===== src/rtl/sudoku_pkg.sv =====
// Shared scan-code constants, digit table and FSM state types for the
// PS/2 command front end of the sudoku engine.
package sudoku_pkg;

  localparam logic [7:0] SC_EXT   = 8'hE0;
  localparam logic [7:0] SC_BREAK = 8'hF0;
  localparam logic [7:0] SC_ENTER = 8'h5A;
  localparam logic [7:0] SC_UP    = 8'h75;
  localparam logic [7:0] SC_DOWN  = 8'h72;
  localparam logic [7:0] SC_LEFT  = 8'h6B;
  localparam logic [7:0] SC_RIGHT = 8'h74;

  // Set-2 make codes of the top-row digits 1..9, index 0 is digit 1
  localparam logic [7:0] DIGIT_SC [9] = '{8'h16, 8'h1E, 8'h26, 8'h25, 8'h2E,
                                          8'h36, 8'h3D, 8'h3E, 8'h46};

  typedef enum logic [1:0] {RX_IDLE, RX_DATA, RX_PARITY, RX_STOP} rx_state_t;
  typedef enum logic [1:0] {D_IDLE, D_EXT, D_BREAK, D_EXT_BREAK} dec_state_t;

  function automatic logic [3:0] digit_of(input logic [7:0] code);
    logic [3:0] d;
    d = 4'd0;
    for (int i = 0; i < 9; i++) begin
      if (code == DIGIT_SC[i]) d = 4'(i + 1);
    end
    return d;
  endfunction

endpackage


===== src/rtl/ps2_rx.sv =====
// PS/2 frame receiver: input synchronizers, ps2_clk glitch filter,
// 11-bit frame FSM with parity/stop check and inter-edge timeout.
module ps2_rx
  import sudoku_pkg::*;
#(
  parameter int FILTER_LEN     = 8,
  parameter int TIMEOUT_CYCLES = 200_000
) (
  input  logic       clk,
  input  logic       reset_n,
  input  logic       ps2_clk,
  input  logic       ps2_data,
  output logic [7:0] rx_byte,
  output logic       byte_valid,
  output logic       frame_error
);

  localparam int FW = $clog2(FILTER_LEN + 1);
  localparam int TW = $clog2(TIMEOUT_CYCLES + 1);

  logic          clk_s1, clk_s2, dat_s1, dat_s2;
  logic          clk_flt;
  logic [FW-1:0] flt_cnt;
  logic [TW-1:0] tmo_cnt;
  logic          mismatch, accept, fall, timeout;
  rx_state_t     state;
  logic [2:0]    bit_cnt;
  logic [7:0]    shreg;
  logic          parity_bit;

  assign mismatch = (clk_s2 != clk_flt);
  assign accept   = mismatch && (flt_cnt == FW'(FILTER_LEN - 1));
  assign fall     = accept && clk_flt;
  assign timeout  = (state != RX_IDLE) && (tmo_cnt == TW'(TIMEOUT_CYCLES));
  assign rx_byte  = shreg;

  always_ff @(posedge clk or negedge reset_n) begin
    if (!reset_n) begin
      clk_s1  <= 1'b1;
      clk_s2  <= 1'b1;
      dat_s1  <= 1'b1;
      dat_s2  <= 1'b1;
      clk_flt <= 1'b1;
      flt_cnt <= '0;
    end else begin
      clk_s1 <= ps2_clk;
      clk_s2 <= clk_s1;
      dat_s1 <= ps2_data;
      dat_s2 <= dat_s1;
      // The filtered level only moves after FILTER_LEN disagreeing samples in a row
      if (!mismatch) begin
        flt_cnt <= '0;
      end else if (accept) begin
        flt_cnt <= '0;
        clk_flt <= clk_s2;
      end else begin
        flt_cnt <= flt_cnt + 1'b1;
      end
    end
  end

  always_ff @(posedge clk or negedge reset_n) begin
    if (!reset_n) begin
      tmo_cnt <= '0;
    end else if (fall || state == RX_IDLE) begin
      tmo_cnt <= '0;
    end else if (tmo_cnt != TW'(TIMEOUT_CYCLES)) begin
      tmo_cnt <= tmo_cnt + 1'b1;
    end
  end

  always_ff @(posedge clk or negedge reset_n) begin
    if (!reset_n) begin
      state       <= RX_IDLE;
      bit_cnt     <= '0;
      shreg       <= '0;
      parity_bit  <= 1'b0;
      byte_valid  <= 1'b0;
      frame_error <= 1'b0;
    end else begin
      byte_valid  <= 1'b0;
      frame_error <= 1'b0;
      // A fall on the expiry cycle is still a live edge, so it takes priority
      if (fall) begin
        case (state)
          RX_IDLE: begin
            if (!dat_s2) begin
              state   <= RX_DATA;
              bit_cnt <= '0;
            end
          end
          RX_DATA: begin
            shreg   <= {dat_s2, shreg[7:1]};
            bit_cnt <= bit_cnt + 1'b1;
            if (bit_cnt == 3'd7) state <= RX_PARITY;
          end
          RX_PARITY: begin
            parity_bit <= dat_s2;
            state      <= RX_STOP;
          end
          RX_STOP: begin
            state <= RX_IDLE;
            if (dat_s2 && (^{shreg, parity_bit})) byte_valid  <= 1'b1;
            else                                  frame_error <= 1'b1;
          end
          default: state <= RX_IDLE;
        endcase
      end else if (timeout) begin
        state <= RX_IDLE;
      end
    end
  end

endmodule


===== src/rtl/ps2_cmd_decoder.sv =====
// Turns PS/2 set-2 make/break sequences into one-cycle sudoku engine
// commands, suppressing typematic repeats and gating on engine_ready.
module ps2_cmd_decoder
  import sudoku_pkg::*;
#(
  parameter int FILTER_LEN     = 8,
  parameter int TIMEOUT_CYCLES = 200_000
) (
  input  logic       clk,
  input  logic       reset_n,
  input  logic       ps2_clk,
  input  logic       ps2_data,
  input  logic       engine_ready,
  output logic [3:0] cmd_number,
  output logic       cmd_up,
  output logic       cmd_down,
  output logic       cmd_left,
  output logic       cmd_right,
  output logic       cmd_enter,
  output logic       cmd_valid,
  output logic       frame_error
);

  logic [7:0] rx_byte;
  logic       byte_valid, rx_error;
  dec_state_t dec_state, dec_next;
  logic [8:0] last_make, key;
  logic       is_make, is_break, ext_bit, repeat_hit;
  logic [3:0] map_num;
  logic       map_up, map_down, map_left, map_right, map_enter, mapped;

  ps2_rx #(
    .FILTER_LEN     (FILTER_LEN),
    .TIMEOUT_CYCLES (TIMEOUT_CYCLES)
  ) u_rx (
    .clk         (clk),
    .reset_n     (reset_n),
    .ps2_clk     (ps2_clk),
    .ps2_data    (ps2_data),
    .rx_byte     (rx_byte),
    .byte_valid  (byte_valid),
    .frame_error (rx_error)
  );

  assign frame_error = rx_error;

  always_comb begin
    is_make  = 1'b0;
    is_break = 1'b0;
    ext_bit  = 1'b0;
    dec_next = dec_state;
    case (dec_state)
      D_IDLE: begin
        if (rx_byte == SC_EXT)        dec_next = D_EXT;
        else if (rx_byte == SC_BREAK) dec_next = D_BREAK;
        else                          is_make  = 1'b1;
      end
      D_EXT: begin
        ext_bit = 1'b1;
        if (rx_byte == SC_BREAK) begin
          dec_next = D_EXT_BREAK;
        end else begin
          is_make  = 1'b1;
          dec_next = D_IDLE;
        end
      end
      D_BREAK: begin
        is_break = 1'b1;
        dec_next = D_IDLE;
      end
      default: begin
        ext_bit  = 1'b1;
        is_break = 1'b1;
        dec_next = D_IDLE;
      end
    endcase
  end

  assign key        = {ext_bit, rx_byte};
  assign repeat_hit = (key == last_make);
  assign map_num    = ext_bit ? 4'd0 : digit_of(rx_byte);
  assign map_enter  = !ext_bit && (rx_byte == SC_ENTER);
  assign map_up     = ext_bit && (rx_byte == SC_UP);
  assign map_down   = ext_bit && (rx_byte == SC_DOWN);
  assign map_left   = ext_bit && (rx_byte == SC_LEFT);
  assign map_right  = ext_bit && (rx_byte == SC_RIGHT);
  assign mapped     = (map_num != 4'd0) || map_enter || map_up || map_down || map_left || map_right;

  always_ff @(posedge clk or negedge reset_n) begin
    if (!reset_n) begin
      dec_state  <= D_IDLE;
      last_make  <= '0;
      cmd_valid  <= 1'b0;
      cmd_number <= '0;
      cmd_up     <= 1'b0;
      cmd_down   <= 1'b0;
      cmd_left   <= 1'b0;
      cmd_right  <= 1'b0;
      cmd_enter  <= 1'b0;
    end else begin
      cmd_valid  <= 1'b0;
      cmd_number <= '0;
      cmd_up     <= 1'b0;
      cmd_down   <= 1'b0;
      cmd_left   <= 1'b0;
      cmd_right  <= 1'b0;
      cmd_enter  <= 1'b0;
      if (rx_error) begin
        dec_state <= D_IDLE;
      end else if (byte_valid) begin
        dec_state <= dec_next;
        // A held key resends its make code; only the first one counts
        if (is_make && !repeat_hit) begin
          last_make <= key;
          if (engine_ready && mapped) begin
            cmd_valid  <= 1'b1;
            cmd_number <= map_num;
            cmd_up     <= map_up;
            cmd_down   <= map_down;
            cmd_left   <= map_left;
            cmd_right  <= map_right;
            cmd_enter  <= map_enter;
          end
        end
        if (is_break && repeat_hit) last_make <= '0;
      end
    end
  end

endmodule


===== config.mk =====
export PLATFORM = sky130hd
export DESIGN_NAME = ps2_cmd_decoder
export DESIGN_NICKNAME = d
export VERILOG_FILES = /design/src/rtl/sudoku_pkg.sv /design/src/rtl/ps2_rx.sv /design/src/rtl/ps2_cmd_decoder.sv
export SDC_FILE = /design/constraint.sdc
export NUM_CORES = 1
export LEC_CHECK = 0
export CAP_MARGIN = 10
export CORE_MARGIN = 2
export CORE_UTILIZATION = 40
export CTS_CLUSTER_SIZE = 16
export DETAILED_ROUTE_END_ITERATION = 8
export GPL_TIMING_DRIVEN = 0
export SYNTH_ARGS = -nofsm -noshare
export SYNTH_HDL_FRONTEND = slang
export SYNTH_SLANG_ARGS = --single-unit

===== constraint.sdc =====
create_clock -name clk -period 1.9 [get_ports clk]
set_input_delay 0.475 -clock clk [delete_from_list [all_inputs] [get_ports clk]]
set_output_delay 0.475 -clock clk [all_outputs]
set_load 0.02 [all_outputs]

==> Word-level counts from Yosys, hierarchy flattened <==
Index checks and enable logic that the tools add are counted.
{ "totals": {"reg_bits": 64, "inputBits": 5, "output_inout_bits": 11, "word_cells": 163} }
{ "classes": {"addsub": 3, "eq_ne": 31, "mux": 68, "bitwise": 1, "n_reduce_logical": 38} }
{ "op_table": {"columns": ["operator", "count"], "rows": [
  ["$mux W4", 15],
  ["$eq A8 B6 Y1 const B", 6],
  ["$eq A8 B7 Y1 const B", 6],
  ["$mux W18", 2],
  ["$mux W1", 35],
  ["$add A18 B1 Y18 const B", 1],
  ["$eq A18 B18 Y1 const B", 1],
  ["$mux W2", 9],
  ["$mux W9", 2],
  ["$ne A18 B18 Y1 const B", 1],
  ["$eq A8 B5 Y1 const B", 2],
  ["$eq A8 B8 Y1 const B", 2],
  ["$logic_and A1 B1 Y1", 12],
  ["$reduce_bool A2 Y1", 6],
  ["$eq A9 B9 Y1", 1],
  ["$reduce_and A3 Y1", 3],
  ["$reduce_xor A9 Y1", 1],
  ["$pmux W2 S4", 1],
  ["$reduce_and A2 Y1", 4],
  ["$eq A2 B2 Y1 const B", 3],
  ["$logic_or A1 B1 Y1", 6],
  ["$ne A3 B3 Y1 const B", 2],
  ["$pmux W3 S2", 1],
  ["$add A4 B1 Y4 const B", 1],
  ["15 further kinds", 18]
]} }

==> Logic depth before layout (Yosys ltp) <==
{ "logic_depth": {"word_depth": 22, "ltp_mapped": 8, "ltp_nobuf": 7} }

==> Cells and area by module <==
A second synthesis with hierarchy kept.
{ "hier_totals": {"hier_cells": 324, "hier_area_um2": 3394.5} }
{ "by_module_without_submodules": {"columns": ["mod", "instances", "cells_each", "area_each_um2", "seq_area_each_um2"], "rows": [
  ["ps2_rx", 1, 185, 2099.5, 1082.3],
  ["ps2_cmd_decoder", 1, 139, 1295.0, 525.5]
]} }

==> Worst setup path after synthesis <==
Ideal clock, no wire load.
{ "synth_timing": {"kind": "reg-to-reg", "start": "register u_rx.flt_cnt[0]", "end": "register u_rx.tmo_cnt[1]", "setup_ns": 0.072, "arrival_time_ns": 1.701, "required_ns": 1.828, "slack_ns": 0.127, "stages_incl_launch_ff": 9, "n_path_buf": 3, "synth_period_minus_slack_ns": 1.773, "cell_sequence": "dfrtp_1 -> ha_1 -> and3b_1 -> and3b_1 -> buf_2 -> or2_1 -> buf_2 -> buf_2 -> nor2_1"} }
{ "synth_between": {"elab_chain_cells": 5, "word_cells_on_any_way": 6, "classes_between": "1 x eq/ne; 1 x mux; 4 x reduce/logical"} }
{ "synth_lines": {"columns": ["item", "line_no", "source"], "rows": [
  ["start, declared", "ps2_rx.sv:23", "logic [FW-1:0] flt_cnt;"],
  ["start signal, assigned", "ps2_rx.sv:57", "flt_cnt <= flt_cnt + 1'b1;"],
  ["$eq A4 B3 Y1 *", "ps2_rx.sv:32", "assign accept = mismatch && (flt_cnt == FW'(FILTER_LEN - 1));"],
  ["$logic_and A1 B1 Y1 *", "ps2_rx.sv:32", null],
  ["$logic_and A1 B1 Y1 *", "ps2_rx.sv:33", "assign fall = accept && clk_flt;"],
  ["$logic_or A1 B1 Y1 *", "ps2_rx.sv:65", "end else if (fall || state == RX_IDLE) begin"],
  ["$mux W18 or $reduce_bool A2 Y1 (tied branches)", null, null],
  ["end signal, assigned", "ps2_rx.sv:68", "tmo_cnt <= tmo_cnt + 1'b1;"],
  ["end, declared", "ps2_rx.sv:24", "logic [TW-1:0] tmo_cnt;"]
]} }
Mark *: on every way between the ends. The rest lies on a longest branch, timed or not.
A chain may end at the register's enable or synchronous reset.

==> Worst setup path after layout <==
{ "layout_timing": {"start": "register u_rx.frame_error", "end": "output port frame_error"} }
{ "layout_rtl": {"columns": ["item", "line_no", "source"], "rows": [
  ["start, declared", "ps2_rx.sv:15", "output logic frame_error"],
  ["start signal, assigned", "ps2_rx.sv:79", "frame_error <= 1'b0;"],
  ["start signal, assigned", "ps2_rx.sv:82", "frame_error <= 1'b0;"],
  ["start signal, assigned", "ps2_rx.sv:104", "else frame_error <= 1'b1;"],
  ["end, declared", "ps2_cmd_decoder.sv:21", "output logic frame_error"]
]} }
No word-level cell between the ends.

==> impl_results.md <==
- Arr. time, crit path: about 1400 ps
- Antenna diode count: 0
- H-tree levels: 3
- Vias/cell: 5.16
- Final WL: between 6000 and 7000 um
- Drt wl/cell: roughly 13 um
- PnR worst setup slack: around 60 ps
- Worst-path clk slew: 70 ps
- Die Span Y: 95.3 um
- Seq cells post-synth: 64
- Switching fraction of total power: 21.9%
- Detailed Route Iter0 Violations: 109
- Final Setup Violations: 0
- Async set-reset flop share out of synthesis: 100%
- First-pass GRT wire length: 11,200 um
- Max stage delay cell, worst path: clkdlybuf4s50_1
- Crit Path Category: register to output pin
- Most common cell in the synthesized netlist: dfrtp_1
- Crit-path cells: clkdlybuf4s50_1
- Max incr delay on CP: 620 ps
- Peak supply drop: 0.583 mV
- Seq/Total Area, Yosys: 48.2%
- Largest area contributor in the netlist: dfrtp_1
- Count of flip-flops with a built-in enable after synthesis: 0
- Share of cells above drive strength 1: between 10% and 20%
- Crit path capture type: output pin
- Chip Width: 95.3 um
- Largest delay share family, worst path: buffers and inverters
- Worst path buffer plus inverter count: 1
- Static leakage: 1.68 nW
- DPL Wire Length: 4410 um
- Top cells by count, synth: 59 x dfrtp_1, 38 x nand2_1, 37 x nor2_1
- Top_reg_cell synth: dfrtp_1
- Syn_area_per_cell: 10.1 sq um
- Layout fillers: 770
- Syn nets: 345
- Routability cong.: 0.814
- DRC Markers: 0
- Layout Skew: 4.63 ps
- Max frequency: 0.543 GHz
- FF/Latch Area: 0.00161 sq mm
- DP Area: between 0.003 and 0.004 sq mm
- Period utilisation layout: 96.8%
- Hold Vio Cnt, Final: 0
- Crit path max fanout: 5
- Comb pwr share: 4.4%
- P_sw: about 590 uW
- Multi-input gate area: roughly 0.0016 sq mm
- Number of primary I/O pins: 16
- P_int: 2.09 mW
- Run status: complete, no violations
- Number of core rows: 33
- Post-route design area: approximately 0.0038 sq mm
- Antenna Nets Post-Route: 0
- CTS tree: yes
- Initial antenna violation count: 0
- RSZ-0062 raised after global routing: true
- I/O Buffers: 15
- Max cap viols: 0
- Share of the synthesized area in the top cell type: 44.3%
- Min Clock Period, post-route: around 1800 ps
- Grt ovf: 0
- Hold Crit Class: input port to asynchronous set/reset pin
- Global-route usage over all layers: 16.0%
- Pin count of the biggest net entering global routing: 65
- Synth area leaders: dfrtp_1 44%, xor2_1 5.3%, nand2_1 4.3%
- Pwr Density: 696 mW/mm^2
- Vias in the first global route: 2,363
- Hold_buf cts: 0
- Die ar.: 0.00908 sq mm
- Startpoint Class: register
- Overall power: 2.68 mW
- Clock Power Share: 41.7%
- Area Overhead vs Synth: 15.4%
- Maximum clock insertion buffer count: 2
- Core area: 0.00813 sq mm
- Detailed Routing Iterations Pass 1: 4
- Clock Latency Late Sink: roughly 340 ps
- Dpl ws: -183 ps
- Post-Syn Instances: between 300 and 400
- Ys Warns: 0
- Worst slew pin tran: around 790 ps
- Register share of total power: between 50% and 60%
- Distinct cells, synth: 54
- CP required: 1420 ps
- Clock Tree Root: clkbuf_8
- CTS Buf Count: 9
- Max_slew headroom: 47.4%
- Nets: between 300 and 400
- CTS Sinks: 64
- Initial cell density of the core: 41.0%
- Fin. max-slew vios: 0
- Total number of vias: 2,399
- Syn Std Cell Area: 0.00333 sq mm
## final timing paths
check | slack, ps | end | from | cells after the start
max in group asynchronous | 1160 | u_rx.state[1] | reset_n | 1
max | 60 | frame_error | u_rx.frame_error | 1
max reg2reg | 130 | last_make[8] | u_rx.rx_byte[2] | 5
min in group clk | 360 | u_rx.dat_s2 | u_rx.dat_s1 | 0
min reg2reg | 360 | u_rx.dat_s2 | u_rx.dat_s1 | 0
min | 230 | cmd_left | reset_n | 1
## per-stage QoR
stage / hold WS [ps] / TNS (ps) / instances / util, %
after floorplan: 179 / 0 / 331 / -
after global placement: 347 / -112080 / 451 / 44.4
after detailed placement: 348 / -1850 / 451 / 44.4
after CTS: 253 / 0 / 465 / 46.7
after global routing: 291 / -18.1 / 465 / 47.3
final: 228 / 0 / 465 / 47.3
## power groups by stage
| stage | logic (mW) | registers, mW | clock network (mW) |
|---|---|---|---|
| 2_1_floorplan | 0.0708 | 1.46 | 0 |
| 3_3_place_gp | 0.118 | 1.47 | 0 |
| 3_5_place_dp | 0.119 | 1.47 | 0 |
| 4_1_cts | 0.121 | 1.44 | 1.16 |
| 5_1_grt | 0.143 | 1.45 | 1.22 |
| 6_report | 0.118 | 1.44 | 1.12 |
## sequential cells by signal (all words and copies together), names as in the netlist
| signal | cells |
|---|---|
| cmd_number | 4 |
| u_rx.state | 2 |
| u_rx.flt_cnt | 4 |
| u_rx.clk_flt | 1 |
| u_rx.clk_s2 | 1 |
| cmd_down | 1 |
| u_rx.clk_s1 | 1 |
| cmd_enter | 1 |
| u_rx.tmo_cnt | 18 |
| u_rx.bit_cnt | 3 |
| u_rx.dat_s2 | 1 |
| u_rx.dat_s1 | 1 |
| u_rx.parity_bit | 1 |
| u_rx.byte_valid | 1 |
| last_make | 9 |
| dec_state | 2 |
| cmd_valid | 1 |
| cmd_up | 1 |
| u_rx.frame_error | 1 |
| cmd_right | 1 |
| u_rx.rx_byte | 8 |
| cmd_left | 1 |
## timing repair
action	CTS	global route
gates resized for setup	2	16
endpoints found under the setup margin	18	41
buffers inserted	0	0
cloned	0	1
endpoints found under the hold margin	0	0
pin swaps	0	2
## per-layer routing
metal | global-route usage (%) | vias to the layer above | wire length [um]
li1 | - | 1183 | -
met1 | 19.2 | 1167 | 2760
met2 | 26.8 | 43 | 3200
met3 | 4.66 | 6 | 232
met4 | 6.64 | 0 | 68
met5 | 0 | - | 0
## cell type report
cell class / count / area share (%)
Buffer: 13 / 2.21
Clock buffer: 11 / 3.67
Clock inverter: 4 / 1.17
Inverter: 16 / 1.56
Multi-Input combinational cell: 237 / 42.3
Sequential cell: 64 / 41.8
Tap cell: 105 / 3.41
Timing Repair Buffer: 15 / 3.84
## cells in the final DEF, fill, tap and decap left out, types with 7 or more instances in the layout
master,n
dfrtp_1,59
clkdlybuf4s50_1,14
inv_1,16
nor2_1,37
nor3_1,7
mux2i_1,9
ha_1,8
xor2_1,20
o21ai_0,13
nand3_1,13
nand2_1,37
a21oi_1,9
clkbuf_8,10
xnor2_1,12
## kinds of logic (layout without fill, tap and decap cells)
family	after synthesis	count (layout)	synth area share, %
AO/OA/AOI/OAI	40	40	7.96
multiplexers	10	10	3.04
AND/OR/NAND/NOR	143	144	23.8
XOR/XNOR	34	34	9.35
flip-flops	64	64	48.2
adder cells (fa/ha/maj)	9	9	3.38
buffers and inverters	31	59	4.20
Note: power is estimated with default switching activity, not from simulation.
